[src/rtl/serial_out.sv]
// serial_out: parallel byte to async-serial frame transmitter.
// Frame = start bit (0), 8 data bits LSB first, STOP_BITS stop bits (1).
// A one-byte holding register lets the next byte queue so that frames
// can go out back to back with no idle gap.
module serial_out #(
    parameter int unsigned CLKS_PER_BIT = 1,
    parameter int unsigned STOP_BITS    = 1
) (
    input  logic       clk_i,
    input  logic       rst_n_i,
    input  logic [7:0] byte_in_i,
    input  logic       load_i,
    output logic       ready_o,
    output logic       tx_d_o,
    output logic       busy_o,
    output logic       overrun_o
);

    localparam int unsigned TMR_W      = $clog2(CLKS_PER_BIT) + 1;
    localparam int unsigned IDX_W      = 3;
    localparam logic [TMR_W-1:0] TMR_RELOAD = TMR_W'(CLKS_PER_BIT - 1);
    localparam logic [IDX_W-1:0] IDX_LAST   = IDX_W'(7);
    localparam logic             STOP_LAST  = 1'(STOP_BITS - 1);

    typedef enum logic [1:0] {
        IDLE  = 2'd0,
        START = 2'd1,
        DATA  = 2'd2,
        STOP  = 2'd3
    } state_e;

    state_e             state_q, state_d;
    logic [7:0]         shift_q, shift_d;
    logic [7:0]         hold_q, hold_d;
    logic               hold_v_q, hold_v_d;
    logic [TMR_W-1:0]   timer_q, timer_d;
    logic [IDX_W-1:0]   idx_q, idx_d;
    logic               stop_cnt_q, stop_cnt_d;
    logic               tx_q, tx_d;
    logic               busy_q;
    logic               ready_q;
    logic               overrun_q, overrun_d;

    logic               accept_c;
    logic               timer_zero_c;
    logic               frame_end_c;

    // Handshake and timing qualifiers shared by the next-state and output logic
    assign accept_c     = load_i && !hold_v_q;
    assign timer_zero_c = (timer_q == '0);
    assign frame_end_c  = (state_q == STOP) && timer_zero_c && (stop_cnt_q == STOP_LAST);

    // State register
    always_ff @(posedge clk_i or negedge rst_n_i) begin
        if (!rst_n_i) begin
            state_q <= IDLE;
        end else begin
            state_q <= state_d;
        end
    end

    // Next-state logic: walk start, data, stop; chain straight into START when a byte is waiting
    always_comb begin
        state_d = state_q;
        case (state_q)
            IDLE: begin
                if (accept_c) state_d = START;
            end
            START: begin
                if (timer_zero_c) state_d = DATA;
            end
            DATA: begin
                if (timer_zero_c && (idx_q == IDX_LAST)) state_d = STOP;
            end
            STOP: begin
                if (frame_end_c) state_d = (hold_v_q || accept_c) ? START : IDLE;
            end
            default: state_d = IDLE;
        endcase
    end

    // Datapath / output next values: bit timer, shifter, holding register, line level
    always_comb begin
        shift_d    = shift_q;
        hold_d     = hold_q;
        hold_v_d   = hold_v_q;
        timer_d    = timer_q;
        idx_d      = idx_q;
        stop_cnt_d = stop_cnt_q;
        tx_d       = tx_q;
        overrun_d  = load_i && hold_v_q;

        case (state_q)
            IDLE: begin
                tx_d = 1'b1;
                if (accept_c) begin
                    shift_d = byte_in_i;
                    tx_d    = 1'b0;
                    timer_d = TMR_RELOAD;
                end
            end
            START: begin
                if (timer_zero_c) begin
                    tx_d    = shift_q[0];
                    idx_d   = '0;
                    timer_d = TMR_RELOAD;
                end else begin
                    timer_d = timer_q - TMR_W'(1);
                end
            end
            DATA: begin
                if (timer_zero_c) begin
                    timer_d = TMR_RELOAD;
                    if (idx_q != IDX_LAST) begin
                        shift_d = {1'b0, shift_q[7:1]};
                        tx_d    = shift_q[1];
                        idx_d   = idx_q + IDX_W'(1);
                    end else begin
                        tx_d       = 1'b1;
                        stop_cnt_d = 1'b0;
                    end
                end else begin
                    timer_d = timer_q - TMR_W'(1);
                end
            end
            STOP: begin
                if (timer_zero_c) begin
                    timer_d = TMR_RELOAD;
                    if (stop_cnt_q == STOP_LAST) begin
                        if (hold_v_q) begin
                            shift_d  = hold_q;
                            hold_v_d = 1'b0;
                            tx_d     = 1'b0;
                        end else if (accept_c) begin
                            shift_d = byte_in_i;
                            tx_d    = 1'b0;
                        end
                    end else begin
                        stop_cnt_d = stop_cnt_q + 1'b1;
                    end
                end else begin
                    timer_d = timer_q - TMR_W'(1);
                end
            end
            default: tx_d = 1'b1;
        endcase

        // Mid-frame arrivals queue in HOLD; the frame-end edge instead uses the bypass path above
        if ((state_q != IDLE) && !frame_end_c && accept_c) begin
            hold_d   = byte_in_i;
            hold_v_d = 1'b1;
        end
    end

    // Datapath and registered outputs; reset aborts any frame and drops the queued byte
    always_ff @(posedge clk_i or negedge rst_n_i) begin
        if (!rst_n_i) begin
            shift_q    <= '0;
            hold_q     <= '0;
            hold_v_q   <= 1'b0;
            timer_q    <= '0;
            idx_q      <= '0;
            stop_cnt_q <= 1'b0;
            tx_q       <= 1'b1;
            busy_q     <= 1'b0;
            ready_q    <= 1'b1;
            overrun_q  <= 1'b0;
        end else begin
            shift_q    <= shift_d;
            hold_q     <= hold_d;
            hold_v_q   <= hold_v_d;
            timer_q    <= timer_d;
            idx_q      <= idx_d;
            stop_cnt_q <= stop_cnt_d;
            tx_q       <= tx_d;
            busy_q     <= (state_d != IDLE);
            ready_q    <= !hold_v_d;
            overrun_q  <= overrun_d;
        end
    end

    assign tx_d_o    = tx_q;
    assign busy_o    = busy_q;
    assign ready_o   = ready_q;
    assign overrun_o = overrun_q;

endmodule

[config.mk]
export PLATFORM = sky130hd
export DESIGN_NAME = serial_out
export DESIGN_NICKNAME = d
export VERILOG_FILES = /design/src/rtl/serial_out.sv
export SDC_FILE = /design/constraint.sdc
export NUM_CORES = 1
export LEC_CHECK = 0
export ABC_AREA = 1
export BUFFER_PORTS_ARGS = -buffer_cell sky130_fd_sc_hd__buf_2
export CORE_MARGIN = 8
export CORE_UTILIZATION = 49
export CTS_BUF_LIST = sky130_fd_sc_hd__clkbuf_16
export CTS_CLUSTER_DIAMETER = 50
export DETAILED_ROUTE_END_ITERATION = 7
export HOLD_SLACK_MARGIN = 0.1
export PLACE_DENSITY_LB_ADDON = 0.12
export SYNTH_ARGS = -nofsm -noshare
export SYNTH_HDL_FRONTEND = slang
export SYNTH_SLANG_ARGS = --single-unit
[constraint.sdc]
create_clock -name clk_i -period 2.04 [get_ports clk_i]
set_clock_uncertainty 0.1 [all_clocks]
set_input_delay 0.204 -clock clk_i [delete_from_list [all_inputs] [get_ports clk_i]]
set_output_delay 0.204 -clock clk_i [all_outputs]
set_load 0.03 [all_outputs]
======== After elaboration in Yosys (flattened, before gate mapping) ========
Cells that the tools add are included.
W data, S select, Z words.
storage, ports and cells
  word-level logic and storage cells ...... 88
  flip-flop bits (word level) ............. 28
  input bits .............................. 11
operators by class
  reduce and logical (&&, ||, !) cells .... 22
  $add $sub $neg .......................... 3
  bitwise logic cells ..................... 2
  muxes and demuxes ....................... 37
  eq/ne operators ......................... 13
operators by type and width
  cell                   count
  $mux W8                6
  $pmux W8 S3            1
  $mux W1                18
  $ne A2 B2 Y1 const B   7
  $reduce_and A5 Y1      2
  $mux W3                3
  $mux W2                4
  $pmux W2 S4            1
  $reduce_and A4 Y1      2
  $reduce_bool A2 Y1     4
  $logic_and A1 B1 Y1    7
  $ne A3 B3 Y1 const B   2
  $pmux W3 S2            1
  $eq A2 B2 Y1 const B   2
  $pmux W1 S2            2
  $pmux W1 S4            1
  $add A3 B1 Y3 const B  1
  $eq A3 B3 Y1 const B   1
  $logic_not A1 Y1       3
  $reduce_bool A3 Y1     1
  $reduce_or A3 Y1       1
  $eq A2 B1 Y1 const B   1
  $logic_not A2 Y1       1
  $not A1 Y1             2
  other kinds (3)        3

======== Logic depth before layout (Yosys ltp) ========
  depth after elaboration ................. 8
  gate-level depth with buffers ........... 8
  gate-level depth less buffers ........... 8

======== Worst setup path after synthesis ========
No wires, ideal clock.
  path type ............................... flip-flop to flip-flop
  from .................................... register idx_q[0]
  to ...................................... register shift_q[0]
  arrival ................................. 1.405 ns
  stages on the path, launching flop included .. 8
  buffers on the path ..................... 0
  slack ................................... 0.458 ns
  library setup time ...................... 0.077 ns
  path through ............................ dfrtp_1 -> ha_1 -> ha_1 -> nand2_2 -> inv_1 -> nor2_1 -> nor2_1 -> a21oi_1
on the way
  cells in the longest elaborated chain, start to end .. 3
ends and longest elaborated chain
  item                                line  text
  start: declaration                  37    logic [IDX_W-1:0] idx_q, idx_d;
  start signal: assignment            173   idx_q <= idx_d;
  $ne A3 B3 Y1                        114   if (idx_q != IDX_LAST) begin
  $ne A2 B2 Y1 (no source line)       --
  $reduce_and A5 Y1 (no source line)  --
  end signal: assignment              169   shift_q <= shift_d;
  end: declaration                    33    logic [7:0] shift_q, shift_d;
No other way between the ends.
A chain may end at the register's enable or synchronous reset.

======== Worst setup path after layout ========
  from .................................... register state_q[0]
  to ...................................... register shift_q[5]
on the way
  cells in the longest elaborated chain, start to end .. 3
ends and longest elaborated chain
  item                                                                        line  text
  start: declaration                                                          32    state_e state_q, state_d;
  start signal: assignment                                                    58    state_q <= state_d;
  $eq A2 B2 Y1 / $logic_not A2 Y1 (equally long branches)                     93    case (state_q)
  $ne A2 B2 Y1 (no source line) / $reduce_bool A3 Y1 (equally long branches)  --
  $reduce_and A5 Y1 (no source line)                                          --
Several ways; a longest one is shown, not always the timed one.

==> results.md <==
* Status: complete, no violations
* Clock sink count at 26
* Seq/Total Area, Yosys at 45.47%
* Crit path launch type: flop
* Largest net degree at the start of global routing at 27
* Final wirelength at 3115 um
* Dpl cell area at 0.001551 mm^2
* Clock buffer depth at 2
* Drt drc at 0
* Mapped Area at 0.001436 mm^2
* Max Slew Vio Count at 0
* WL/cell at 12.51 um
* Tcrit/Tclk final at 86.10%
* Crit path capture type: flop
* IO Port Bufs at 14
* First-pass GRT wire length at 5354 um
* Combinational family with the most area after synthesis: simple AND/OR/NAND/NOR gates
* Final TNS setup at 0 ns
* Worst Path Required at 2.11 ns
* Hold Violations, Final at 0
* Critical path's slowest cell: dfrtp_1
* Initial core utilization at 51.64%
* DRT iter0 DRCs at 53
* Synth Area in Simple Gates at 31.36%
* Synth warn at 0
* Die Footprint at 0.004920 mm^2
* Crit-path max cell delay at 0.43 ns
* Share of layout cells above drive strength 1 at 13.76%
* R2R Setup Slk at 0.28 ns
* Most frequent cells in the layout: 46 x nand2_1, 32 x inv_1, 30 x nor2_1, 24 x dfrtp_1, 23 x nand3_1
* Max rail drop VDD at 1.090 mV
* Initial antenna violation count at 0
* Syn nets at 212
* GPL Wtd Cong at 0.8989
* Num CTS Buffers at 3
* Vias per cell at 4.968
* Worst slew pin tran at 0.5750 ns
* Vias in the first global route at 1198
* Root buf cell: clkbuf_16
* Detailed Routing Iterations Pass 1 at 4
* Fmax at 569.4 MHz
* Syn Area/Cell at 7.404 um^2
* Site Rows at 19
* FF-to-FF Start: state_q[0]$_DFF_PN0_
* Yosys reg bits at 26
* Hold path start: byte_in_i[6]
* Synth cell types at 16
* Post-route ant nets at 0
* Clock-pin slew on the worst setup and hold paths at 0.06 ns
* Post-synthesis xor/xnor area fraction at 0%
* Fin nets at 237
* Chip Height at 70.14 um
* Antenna diode count at 0
* Die X at 70.14 um
* Vias at 1237
* Post-synthesis cell count at 194
* PwrDens at 1617 mW/mm^2
* CTS tree: yes
* Mux cell area share after synthesis at 0%
* Synth Area in Compound Gates at 7.317%
* Worst-path cell chain: inv_1 -> ha_1 -> inv_1 -> nor2_1 -> nor2_2 -> nand3_1 -> a21oi_1
* Top cell family by delay on the critical path: simple AND/OR/NAND/NOR gates
* Worst Path Buf+Inv at 2
* Leading cell type in the layout, fill and taps excluded: nand2_1
* IO Pins at 15
* RSZ-0062 raised after global routing: false
* Arr. time, crit path at 1.83 ns
* Worst-path fanout max at 7
* Min Clock Period, post-route at 1.756 ns
* # Max-Cap Violations at 0
* Worst hold margin at 0.1037 ns
* CTS H-tree lvls at 1
* Clk_lat worst skew at 0.25 ns
* Slew margin rel. at 61.67%
* Fin util at 60.50%
* Core footprint at 0.002781 mm^2
* Leak at 0.9717 nW
* DP HPWL at 2246 um
* Synthesis-to-finish area growth at 17.16%
* Setup Viol. Count Final at 0
* Worst hold path class: in -> reg
* Synth Area in Adders at 6.098%
* Critical setup path kind: reg -> reg
* GRT overflow at 0
* GRT Resource Usage Total at 12.98%
* Most frequent cell on the critical path: inv_1
* Worst setup startpoint: state_q[0]$_DFF_PN0_
* Final instance area at 0.001683 mm^2
* # Post-CTS Setup Buffers at 0
[cell usage after synthesis]
library cell | count | share of area [%]
nand2_2 | 2 | 0.87
o21ai_0 | 5 | 1.7
buf_6 | 1 | 0.78
inv_2 | 2 | 0.52
nor2_1 | 31 | 8.1
dfrtp_1 | 24 | 42
nand3_1 | 23 | 8.0
buf_2 | 1 | 0.35
ha_1 | 7 | 6.1
o21ai_1 | 6 | 2.1
nand2_1 | 46 | 12
dfstp_2 | 2 | 3.7
inv_1 | 31 | 8.1
nor2_4 | 1 | 0.78
a21oi_1 | 10 | 3.5
nand2_4 | 2 | 1.6
[final timing paths]
check / endpoint / cells after the start
min reg2reg: hold_q[0]$_DFFE_PN0P_ / 2
max in group asynchronous: shift_q[0]$_DFFE_PN0P_ / 2
max reg2reg: shift_q[5]$_DFFE_PN0P_ / 7
min: hold_q[6]$_DFFE_PN0P_ / 3
max: shift_q[5]$_DFFE_PN0P_ / 7
min in group asynchronous: state_q[1]$_DFF_PN0_ / 2
[area by class of cell]
class                           instances  area, um^2
Tap cell                               31       38.79
Fill cell                             253        1099
Clock buffer                            3       75.07
Sequential cell                        26       653.1
Inverter                               33       123.9
Clock inverter                          1       3.754
Multi-Input combinational cell        133       645.6
Timing Repair Buffer                   22       142.6
[worst reg2reg max path, stage by stage, from the launching register on]
cell and delay, ns:
dfrtp_1 0.43, inv_1 0.09, ha_1 0.31, inv_1 0.11, nor2_1 0.05, nor2_2 0.28
nand3_1 0.11, a21oi_1 0.18
[repair_timing]
item / CTS / global route
endpoints found under the hold margin: 28 / 0
gates resized for setup: 0 / 1
hold buffers: 5 / 0
setup endpoints to repair: 0 / 1
[per-stage QoR]
step	total power, mW	worst slack, ns	cells
5_1_grt	2.986	0.1109	249
3_5_place_dp	2.288	0.1585	240
3_3_place_gp	2.238	0.2545	240
6_report	2.721	0.2836	249
4_1_cts	2.745	0.1286	249
2_1_floorplan	1.952	0.4579	194
[logic make-up (layout without fill, tap and decap cells)]
logic type,count (synthesis),count (layout)
DFF,26,26
AOI/OAI and AO/OA,21,21
and+or+nand+nor,105,105
buffers and inverters,35,59
adders and majority gates,7,7
[metal layers]
layer	part of all wire, %	vias up	global-route usage [%]	wire length, um
met1	47	561	15.81	1451
li1	-	647	-	-
met4	0.67	0	4.241	21
met5	0	-	0	0
met2	49	27	22.54	1530
met3	3.6	2	2.119	112
[sequential cells by signal (all words and copies together) (netlist names)]
| signal | flops |
|---|---|
| hold_q | 8 |
| state_q | 2 |
| hold_v_q | 1 |
| shift_q | 8 |
| tx_d_o | 1 |
| idx_q | 3 |
| ready_o | 1 |
| overrun_o | 1 |
| busy_o | 1 |
[report_power, final]
group	internal (mW)	switching [mW]	leakage [nW]	total [mW]
Clock	0.262	0.166	0.0423	0.428
Sequential	0.783	0.174	0.312	0.957
Combinational	0.478	0.859	0.617	1.34
No activity file was read; power rests on OpenSTA's default activity.
